===== src/rtl/alu_serial_pkg.sv =====
// rtl/alu_serial_pkg.sv - shared op/state types and nibble constants for the serial add/sub ALU
package alu_serial_pkg;

    localparam int NIBBLE_BITS = 4;

    typedef enum logic [2:0] {
        OP_ADD = 3'd0,
        OP_ADC = 3'd1,
        OP_SUB = 3'd2,
        OP_SBC = 3'd3,
        OP_CP  = 3'd4
    } alu_op_e;

    typedef enum logic [1:0] {
        ST_IDLE = 2'd0,
        ST_RUN  = 2'd1,
        ST_DONE = 2'd2
    } alu_state_e;

    // Codes 5..7 are reserved and never start an operation.
    function automatic logic op_is_valid(input logic [2:0] op);
        return op <= OP_CP;
    endfunction

    // SUB, SBC and CP run the adder on ~b with an inverted carry-in.
    function automatic logic op_is_sub(input logic [2:0] op);
        return (op == OP_SUB) || (op == OP_SBC) || (op == OP_CP);
    endfunction

    function automatic logic op_uses_cin(input logic [2:0] op);
        return (op == OP_ADC) || (op == OP_SBC);
    endfunction

endpackage


===== src/rtl/alu_nibble_add.sv =====
// rtl/alu_nibble_add.sv - combinational 4-bit adder slice with carry in/out
//   a, b : nibble operands
//   ci   : carry in
//   s    : nibble sum
//   co   : carry out of the top bit
module alu_nibble_add
    import alu_serial_pkg::*;
(
    input  logic [NIBBLE_BITS-1:0] a,
    input  logic [NIBBLE_BITS-1:0] b,
    input  logic                   ci,
    output logic [NIBBLE_BITS-1:0] s,
    output logic                   co
);

    assign {co, s} = {1'b0, a} + {1'b0, b} + {{NIBBLE_BITS{1'b0}}, ci};

endmodule


===== src/rtl/alu_serial_addsub.sv =====
// rtl/alu_serial_addsub.sv - nibble-serial add/subtract/compare ALU with Z/N/H/C flags
//   clk, nreset          : clock, asynchronous active-low reset
//   start, op, a, b, cin : request and operands, sampled when accepted (IDLE or DONE)
//   busy                 : operation in progress
//   done                 : one-cycle pulse, result and flags valid
//   result, flag_z/n/h/c : held from the DONE entry until the next one
module alu_serial_addsub
    import alu_serial_pkg::*;
#(
    parameter int WIDTH = 8
) (
    input  logic             clk,
    input  logic             nreset,
    input  logic             start,
    input  logic [2:0]       op,
    input  logic [WIDTH-1:0] a,
    input  logic [WIDTH-1:0] b,
    input  logic             cin,
    output logic             busy,
    output logic             done,
    output logic [WIDTH-1:0] result,
    output logic             flag_z,
    output logic             flag_n,
    output logic             flag_h,
    output logic             flag_c
);

    localparam int NIBBLES = WIDTH / NIBBLE_BITS;
    localparam int IDX_W   = (NIBBLES > 1) ? $clog2(NIBBLES) : 1;
    localparam logic [IDX_W-1:0] LAST_IDX = IDX_W'(NIBBLES - 1);

    if ((WIDTH % NIBBLE_BITS) != 0 || WIDTH < 4 || WIDTH > 32) begin : g_bad_width
        $error("alu_serial_addsub: WIDTH must be a multiple of 4 in 4..32");
    end

    alu_state_e       state_q, state_d;
    logic [2:0]       op_q;
    logic [WIDTH-1:0] a_q, b_q, sum_q, sum_full;
    logic [IDX_W-1:0] idx_q;
    logic             carry_q;
    logic             h_q;
    logic             accept, last_nib, is_sub_q;
    logic [NIBBLE_BITS-1:0] nib_a, nib_b, nib_s;
    logic             nib_co, nib_cb;

    assign accept   = start && op_is_valid(op) && (state_q != ST_RUN);
    assign last_nib = (idx_q == LAST_IDX);
    assign is_sub_q = op_is_sub(op_q);

    assign nib_a = a_q[int'(idx_q)*NIBBLE_BITS +: NIBBLE_BITS];
    assign nib_b = b_q[int'(idx_q)*NIBBLE_BITS +: NIBBLE_BITS] ^ {NIBBLE_BITS{is_sub_q}};

    alu_nibble_add u_nibble_add (
        .a  (nib_a),
        .b  (nib_b),
        .ci (carry_q),
        .s  (nib_s),
        .co (nib_co)
    );

    // Flags report borrow for subtract ops, i.e. the inverted adder carry.
    assign nib_cb = nib_co ^ is_sub_q;

    // Partial sum with the current nibble merged in; on the last nibble this is the full result.
    always_comb begin
        sum_full = sum_q;
        sum_full[int'(idx_q)*NIBBLE_BITS +: NIBBLE_BITS] = nib_s;
    end

    always_ff @(posedge clk or negedge nreset) begin
        if (!nreset) begin
            state_q <= ST_IDLE;
        end else begin
            state_q <= state_d;
        end
    end

    always_comb begin
        state_d = state_q;
        busy    = 1'b0;
        done    = 1'b0;
        case (state_q)
            ST_IDLE: begin
                if (accept) state_d = ST_RUN;
            end
            ST_RUN: begin
                busy = 1'b1;
                if (last_nib) state_d = ST_DONE;
            end
            ST_DONE: begin
                done    = 1'b1;
                state_d = accept ? ST_RUN : ST_IDLE;
            end
            default: state_d = ST_IDLE;
        endcase
    end

    always_ff @(posedge clk or negedge nreset) begin
        if (!nreset) begin
            op_q    <= '0;
            a_q     <= '0;
            b_q     <= '0;
            sum_q   <= '0;
            idx_q   <= '0;
            carry_q <= 1'b0;
            h_q     <= 1'b0;
            result  <= '0;
            flag_z  <= 1'b0;
            flag_n  <= 1'b0;
            flag_h  <= 1'b0;
            flag_c  <= 1'b0;
        end else if (accept) begin
            op_q    <= op;
            a_q     <= a;
            b_q     <= b;
            sum_q   <= '0;
            idx_q   <= '0;
            // Adder carry-in is ~ci for subtract ops so a + ~b + ~ci == a - b - ci.
            carry_q <= (op_uses_cin(op) & cin) ^ op_is_sub(op);
        end else if (state_q == ST_RUN) begin
            carry_q <= nib_co;
            sum_q   <= sum_full;
            idx_q   <= last_nib ? '0 : idx_q + IDX_W'(1);
            if (idx_q == '0) h_q <= nib_cb;
            if (last_nib) begin
                result <= (op_q == OP_CP) ? a_q : sum_full;
                flag_z <= (sum_full == '0);
                flag_n <= is_sub_q;
                // With a single nibble the half-carry comes straight from this step.
                flag_h <= (idx_q == '0) ? nib_cb : h_q;
                flag_c <= nib_cb;
            end
        end
    end

endmodule


===== config.mk =====
export PLATFORM = sky130hd
export DESIGN_NAME = alu_serial_addsub
export DESIGN_NICKNAME = d
export VERILOG_FILES = /design/src/rtl/alu_serial_pkg.sv /design/src/rtl/alu_nibble_add.sv /design/src/rtl/alu_serial_addsub.sv
export SDC_FILE = /design/constraint.sdc
export NUM_CORES = 1
export LEC_CHECK = 0
export BUFFER_PORTS_ARGS = -buffer_cell sky130_fd_sc_hd__buf_2
export CAP_MARGIN = 10
export CORE_MARGIN = 1
export CORE_UTILIZATION = 55
export CTS_CLUSTER_DIAMETER = 200
export CTS_CLUSTER_SIZE = 30
export DETAILED_ROUTE_END_ITERATION = 10
export GPL_TIMING_DRIVEN = 0
export PLACE_DENSITY_LB_ADDON = 0.12
export SYNTH_ARGS = -nofsm -noshare
export SYNTH_HDL_FRONTEND = slang
export SYNTH_SLANG_ARGS = --single-unit
export TNS_END_PERCENT = 100

===== constraint.sdc =====
create_clock -name clk -period 8.1 [get_ports clk]
set_clock_uncertainty 0.1 [all_clocks]
set_input_delay 0.81 -clock clk [delete_from_list [all_inputs] [get_ports clk]]
set_output_delay 0.81 -clock clk [all_outputs]
set_load 0.01 [all_outputs]

### Word level (Yosys, flattened, before mapping)

Cells that the tools add are included.

* reduce and logical (&&, ||, !) cells: 13
* add/sub/neg operators: 4
* equality and inequality tests: 12
* shift operators: 4
* divide/modulo/power cells: 0
* bitwise gates (word level): 6
* mux-type cells: 15
* multipliers: 0
* magnitude comparators: 1

Operators with widths (count)
* negation 3 -> 33 bit: 1
* variable shift 4 x 33 -> 8 bit, first input constant: 1
* variable part select 4 x 33 -> 8 bit: 1
* two-way mux 8 bit: 3
* variable part select 8 x 4 -> 4 bit: 2
* == test 3 x 2 -> 1 bit, second input constant: 4
* bitwise mux 8 bit: 1
* zero test 8 bit: 1
* two-way mux 1 bit: 8
* == test 3 bit, second input constant: 2
* one-hot mux 2 bit (3 select lines): 1
* AND reduction 3 bit: 2
* adder 4 x 4 -> 5 bit: 1
* adder 5 x 1 -> 5 bit: 1
* logical OR 1 bit: 5
* two-way mux 2 bit: 2
* != test 2 bit, second input constant: 2
* bitwise XOR 4 bit: 1
* == test 3 x 1 -> 1 bit, second input constant: 1
* <= comparator 3 bit, second input constant: 1
* == test 2 x 1 -> 1 bit, second input constant: 1
* == test 2 bit, second input constant: 1
* logical AND 1 bit: 2
* zero test 2 bit: 1
* 7 further kinds: 9

* word-level logic and storage cells: 68
* bits in read-only memories: 0
* bits in writable memories: 0
* memories: 0
* latch bits: 0
* bits in registers: 44
* output and inout bits: 14

### Logic depth before layout (Yosys ltp)

* depth after elaboration: 10
* gate-level depth with buffers: 9

### Hierarchy

A second synthesis with hierarchy kept.

* cells, all modules: 172
* area total of the unflattened synthesis: 2075.7 um^2

Modules (own cells, without submodules)
* alu_serial_addsub: instances 1, cells an instance 156, area an instance 1931.9 um^2
* alu_nibble_add: instances 1, cells an instance 16, area an instance 143.9 um^2

### Worst setup path after synthesis

Ideal clock, no wire load.

* path type: flip-flop to flip-flop
* start: register op_q[1]
* end: register h_q
* cell stages (with the launch flop): 10
* period minus slack after synthesis: 2.679 ns
* slack: 5.421 ns
* buffers on the path: 0
* required time: 7.872 ns
* data arrival time: 2.450 ns
* cell sequence: dfrtp_1 > nor3b_1 > a21oi_2 > xnor2_1 > fa_1 > fa_1 > nand2b_1 > a21oi_1 > xor2_1 > o21ai_0

* word-level cells in the longest chain between the ends: 7

RTL lines
* start: declaration: line alu_serial_addsub.sv:37 `logic [2:0] op_q;`
* start signal: assignment: line alu_serial_addsub.sv:113 `op_q <= op;`
* == test 3 x 2 -> 1 bit: line alu_serial_pkg.sv:27 `return (op == OP_SUB) || (op == OP_SBC) || (op == OP_CP);`
* logical OR 1 bit: line alu_serial_pkg.sv:27
* logical OR 1 bit *: line alu_serial_pkg.sv:27
* bitwise XOR 4 bit: line alu_serial_addsub.sv:51 `assign nib_b = b_q[int'(idx_q)*NIBBLE_BITS +: NIBBLE_BITS] ^ {NIBBLE_BITS{is_sub_q}};`
* adder 4 x 4 -> 5 bit: line alu_nibble_add.sv:16 `assign {co, s} = {1'b0, a} + {1'b0, b} + {{NIBBLE_BITS{1'b0}}, ci};`
* adder 5 x 1 -> 5 bit: line alu_nibble_add.sv:16
* bitwise XOR 1 bit *: line alu_serial_addsub.sv:62 `assign nib_cb = nib_co ^ is_sub_q;`
* end signal: assignment: line alu_serial_addsub.sv:124 `if (idx_q == '0) h_q <= nib_cb;`
* end: declaration: line alu_serial_addsub.sv:41 `logic h_q;`

Mark *: on every way between the ends. The rest lies on a longest branch, timed or not.
A chain may end at the register's enable or synchronous reset.

### Worst setup path after layout

Same ends and word-level chain as after synthesis.

==> flow_summary_export.csv <==
group,metric,value,unit
placement,dp_cells,250,
sta,slew_viol_final,0,
pwr,power_frac_seq,0.304,
yosys,yosysMostFrequentCell,"dfrtp_1",
pwr,switching_share,0.429,
drt,drt_pre_antenna_iters,4,
global_routing,grt_max_degree,41,
clock_network,cts_resized,0,
pwr,powerDensity,516,nW/um^2
pwr,switchingPower,0.509,mW
layout,fin_area,2300,sq um
clock_network,clock_latency,0.35,ns
layout,finalNetCount,239,
placement,io_buffers,36,
yosys,post_synth.cell_area_avg,11.9,sq um
layout,diodes,0,
yosys,syn_nets,196,
layout,regArea,1000,sq um
worst_setup_path,arrival,3.39,ns
yosys,syn_inst,168,
layout,syn_to_final_growth,14.9,%
yosys,ys_seq_area_frac,0.500,
layout,drive_gt1_frac,0.358,
sta,setup_tns,0,ns
yosys,syn-cell-area,2000,sq um
sta,finalCritPeriodShare,0.403,
yosys,synth.distinct_cells,35,
die,die_y,62.3,um
global_routing,grt_pass1_wl,6370,um
die,initial_core_util,0.586,
sta,worstMarginPinSlew,0.867,ns
drt,routed_via_density,5.33,
worst_setup_path,critical_path.most_common_cell,"fa_1",
layout,multi_input_area,923,sq um
worst_setup_path,cp-start-kind,"register",
clock_network,path_clk_slew,0.11,ns
placement,dpl_cell_area,2240,sq um
sta,rsz0062_at_grt,"no",
drt,wl_per_cell,14.4,um
global_routing,grt_usage,0.213,
sta,min_period,3.27,ns
pwr,p_clk_frac,0.088,
placement,gp_congestion,0.783,
yosys,yosysWarnings,0,
die,dieArea,3890,sq um
worst_setup_path,criticalPathCategory,"reg2reg",
placement,pre_cts_ws,4.88,ns
sta,setup_viol,0,
yosys,synth_edf_count,0,
global_routing,overflow,0,
sta,fmax,0.306,GHz
pwr,p_leak,1.16,nW
die,die_w,62.3,um
outcome,status,"finished clean",
clock_network,clkSinkCount,40,
worst_setup_path,crit_chain,"nor3b_1 > a21oi_2 > xnor2_1 > fa_1 > fa_1 > nand2b_1 > a21oi_1 > xor2_1 > o21ai_0",
worst_setup_path,cpPeakStageDelay,0.58,ns
pwr,pwr-share-comb,0.607,
yosys,netlist.area_leader.share,0.500,
drt,via_count,1375,
sta,fin_ws,4.83,ns
die,core-area,3420,sq um
clock_network,cts_inserted_buffers,5,
clock_network,htreeDepth,2,
layout,final_cells,258,
worst_setup_path,required,8.22,ns
flow_run,cap_violations,0,
global_routing,antenna_found_initial,0,
drt,antenna_left,0,
sta,hold_viol,0,
worst_setup_path,slowest_stage,"nor3b_1",
placement,post-dp-hpwl,2860,um
sta,whs,0.384,ns
yosys,synth_top_cell_by_area,"dfrtp_1",
yosys,synthArstFlopShare,1.00,
worst_setup_path,worst-path-max-fanout,6,
clock_network,cts_buffer_depth,2,
pwr,p_int,0.678,mW
worst_setup_path,end_kind,"register",
yosys,ys_ff_latch,40,
sta,relSlewSlack,0.422,
clock_network,cts_setup_buffers,0,
pwr,irDropWorstVdd,0.270,mV
yosys,ys.flop_type,"dfrtp_1",
layout,fill_cells,287,
clock_network,cts_tree,"built",
global_routing,grt_pass1_vias,1389,
drt,drc,0,
clock_network,root_buffer,"clkbuf_4",
drt,wl,3720,um
yosys,synth_common_cells,"dfrtp_1, mux2_4, nand2_1, nor2_1, a21oi_1",
drt,drt_iter0_drc,46,
die,ios,37,
min_path,hold_class,"reg2reg",
yosys,yosys-top-cells-area,"dfrtp_1, mux2_4, mux2i_1",
clock_network,cts_hold_buffers,0,
die,num_rows,21,
==> worst max-delay path, delay by kind of cell (launching register included) <==
kind | cells | cell delay (ns)
compound gates | 3 | 0.53
xor+xnor | 2 | 0.47
fa+ha+maj | 2 | 0.86
flops | 1 | 0.43
simple gates | 2 | 0.75
==> through the flow <==
| stage | power, mW | utilization |
|---|---|---|
| 4_1_cts | 1.19 | 0.674 |
| 3_5_place_dp | 1.08 | 0.656 |
| 5_1_grt | 1.29 | 0.674 |
| 2_1_floorplan | 0.902 | - |
| 3_3_place_gp | 1.06 | 0.656 |
| 6_report | 1.19 | 0.674 |
==> layout make-up <==
cell class                 instances  area share
buffer                             6      0.0190
clock buffer                       6      0.0223
clock inverter                     2     0.00435
inverter                           9      0.0147
multi-input combinational        113       0.401
sequential                        40       0.435
tap                               46      0.0250
timing repair buffer              36      0.0783
==> flip-flops by register name, indices dropped and copies added (netlist names) <==
name     count
carry_q      1
flag_z       1
result       8
flag_c       1
state_q      2
idx_q        1
h_q          1
a_q          8
op_q         3
sum_q        4
b_q          8
flag_n       1
flag_h       1
==> power by group through the flow <==
stage	clock (mW)	sequential, mW	combinational (mW)
after CTS	0.109	0.362	0.721
after floorplan	0	0.362	0.540
after global placement	0	0.361	0.695
after detailed placement	0	0.366	0.718
final	0.105	0.362	0.721
after global routing	0.116	0.375	0.803
==> layer usage <==
layer | up-vias | wire length (um) | track usage
met5 | - | 0 | 0
li1 | 665 | - | -
met4 | 0 | 78 | 0.116
met1 | 666 | 1650 | 0.270
met3 | 9 | 124 | 0.0386
met2 | 35 | 1860 | 0.345
==> final timing paths <==
| path | startpoint | endpoint | slack [ns] | depth (start not counted) |
|---|---|---|---|---|
| max | op_q[1] | h_q | 4.83 | 9 |
| min reg2reg | flag_h | flag_h | 0.38 | 2 |
| min | flag_h | flag_h | 0.38 | 2 |
| max in group asynchronous | nreset | a_q[2] | 6.88 | 1 |
| max reg2reg | op_q[1] | h_q | 4.83 | 9 |
| min in group asynchronous | nreset | sum_q[2] | 0.47 | 1 |
==> kinds of logic after synthesis <==
logic type	synth area share
buffers and inverters	0.0387
adder cells (fa/ha/maj)	0.0388
XOR/XNOR	0.0394
flip-flops	0.500
multiplexers	0.200
AO/OA/AOI/OAI	0.0944
AND/OR/NAND/NOR	0.0888
==> layout by cell type (no fill, tap or decap), drive strengths merged, types with 2 or more instances in the layout <==
| cell type | synthesis | final |
|---|---|---|
| inv | 9 | 9 |
| a21oi | 12 | 12 |
| nand2b | 3 | 3 |
| a22o | 2 | 2 |
| xnor2 | 2 | 2 |
| o31ai | 2 | 2 |
| o21ai | 9 | 9 |
| clkbuf | 1 | 7 |
| mux2 | 21 | 21 |
| o2bb2ai | 2 | 2 |
| fa | 2 | 2 |
| ha | 3 | 3 |
| mux2i | 10 | 10 |
| buf | 5 | 41 |
| clkinv | 0 | 2 |
| xor2 | 7 | 7 |
| nand2 | 15 | 15 |
| nor2 | 13 | 13 |
| dfrtp | 40 | 40 |
No activity file was read; power rests on OpenSTA's default activity.
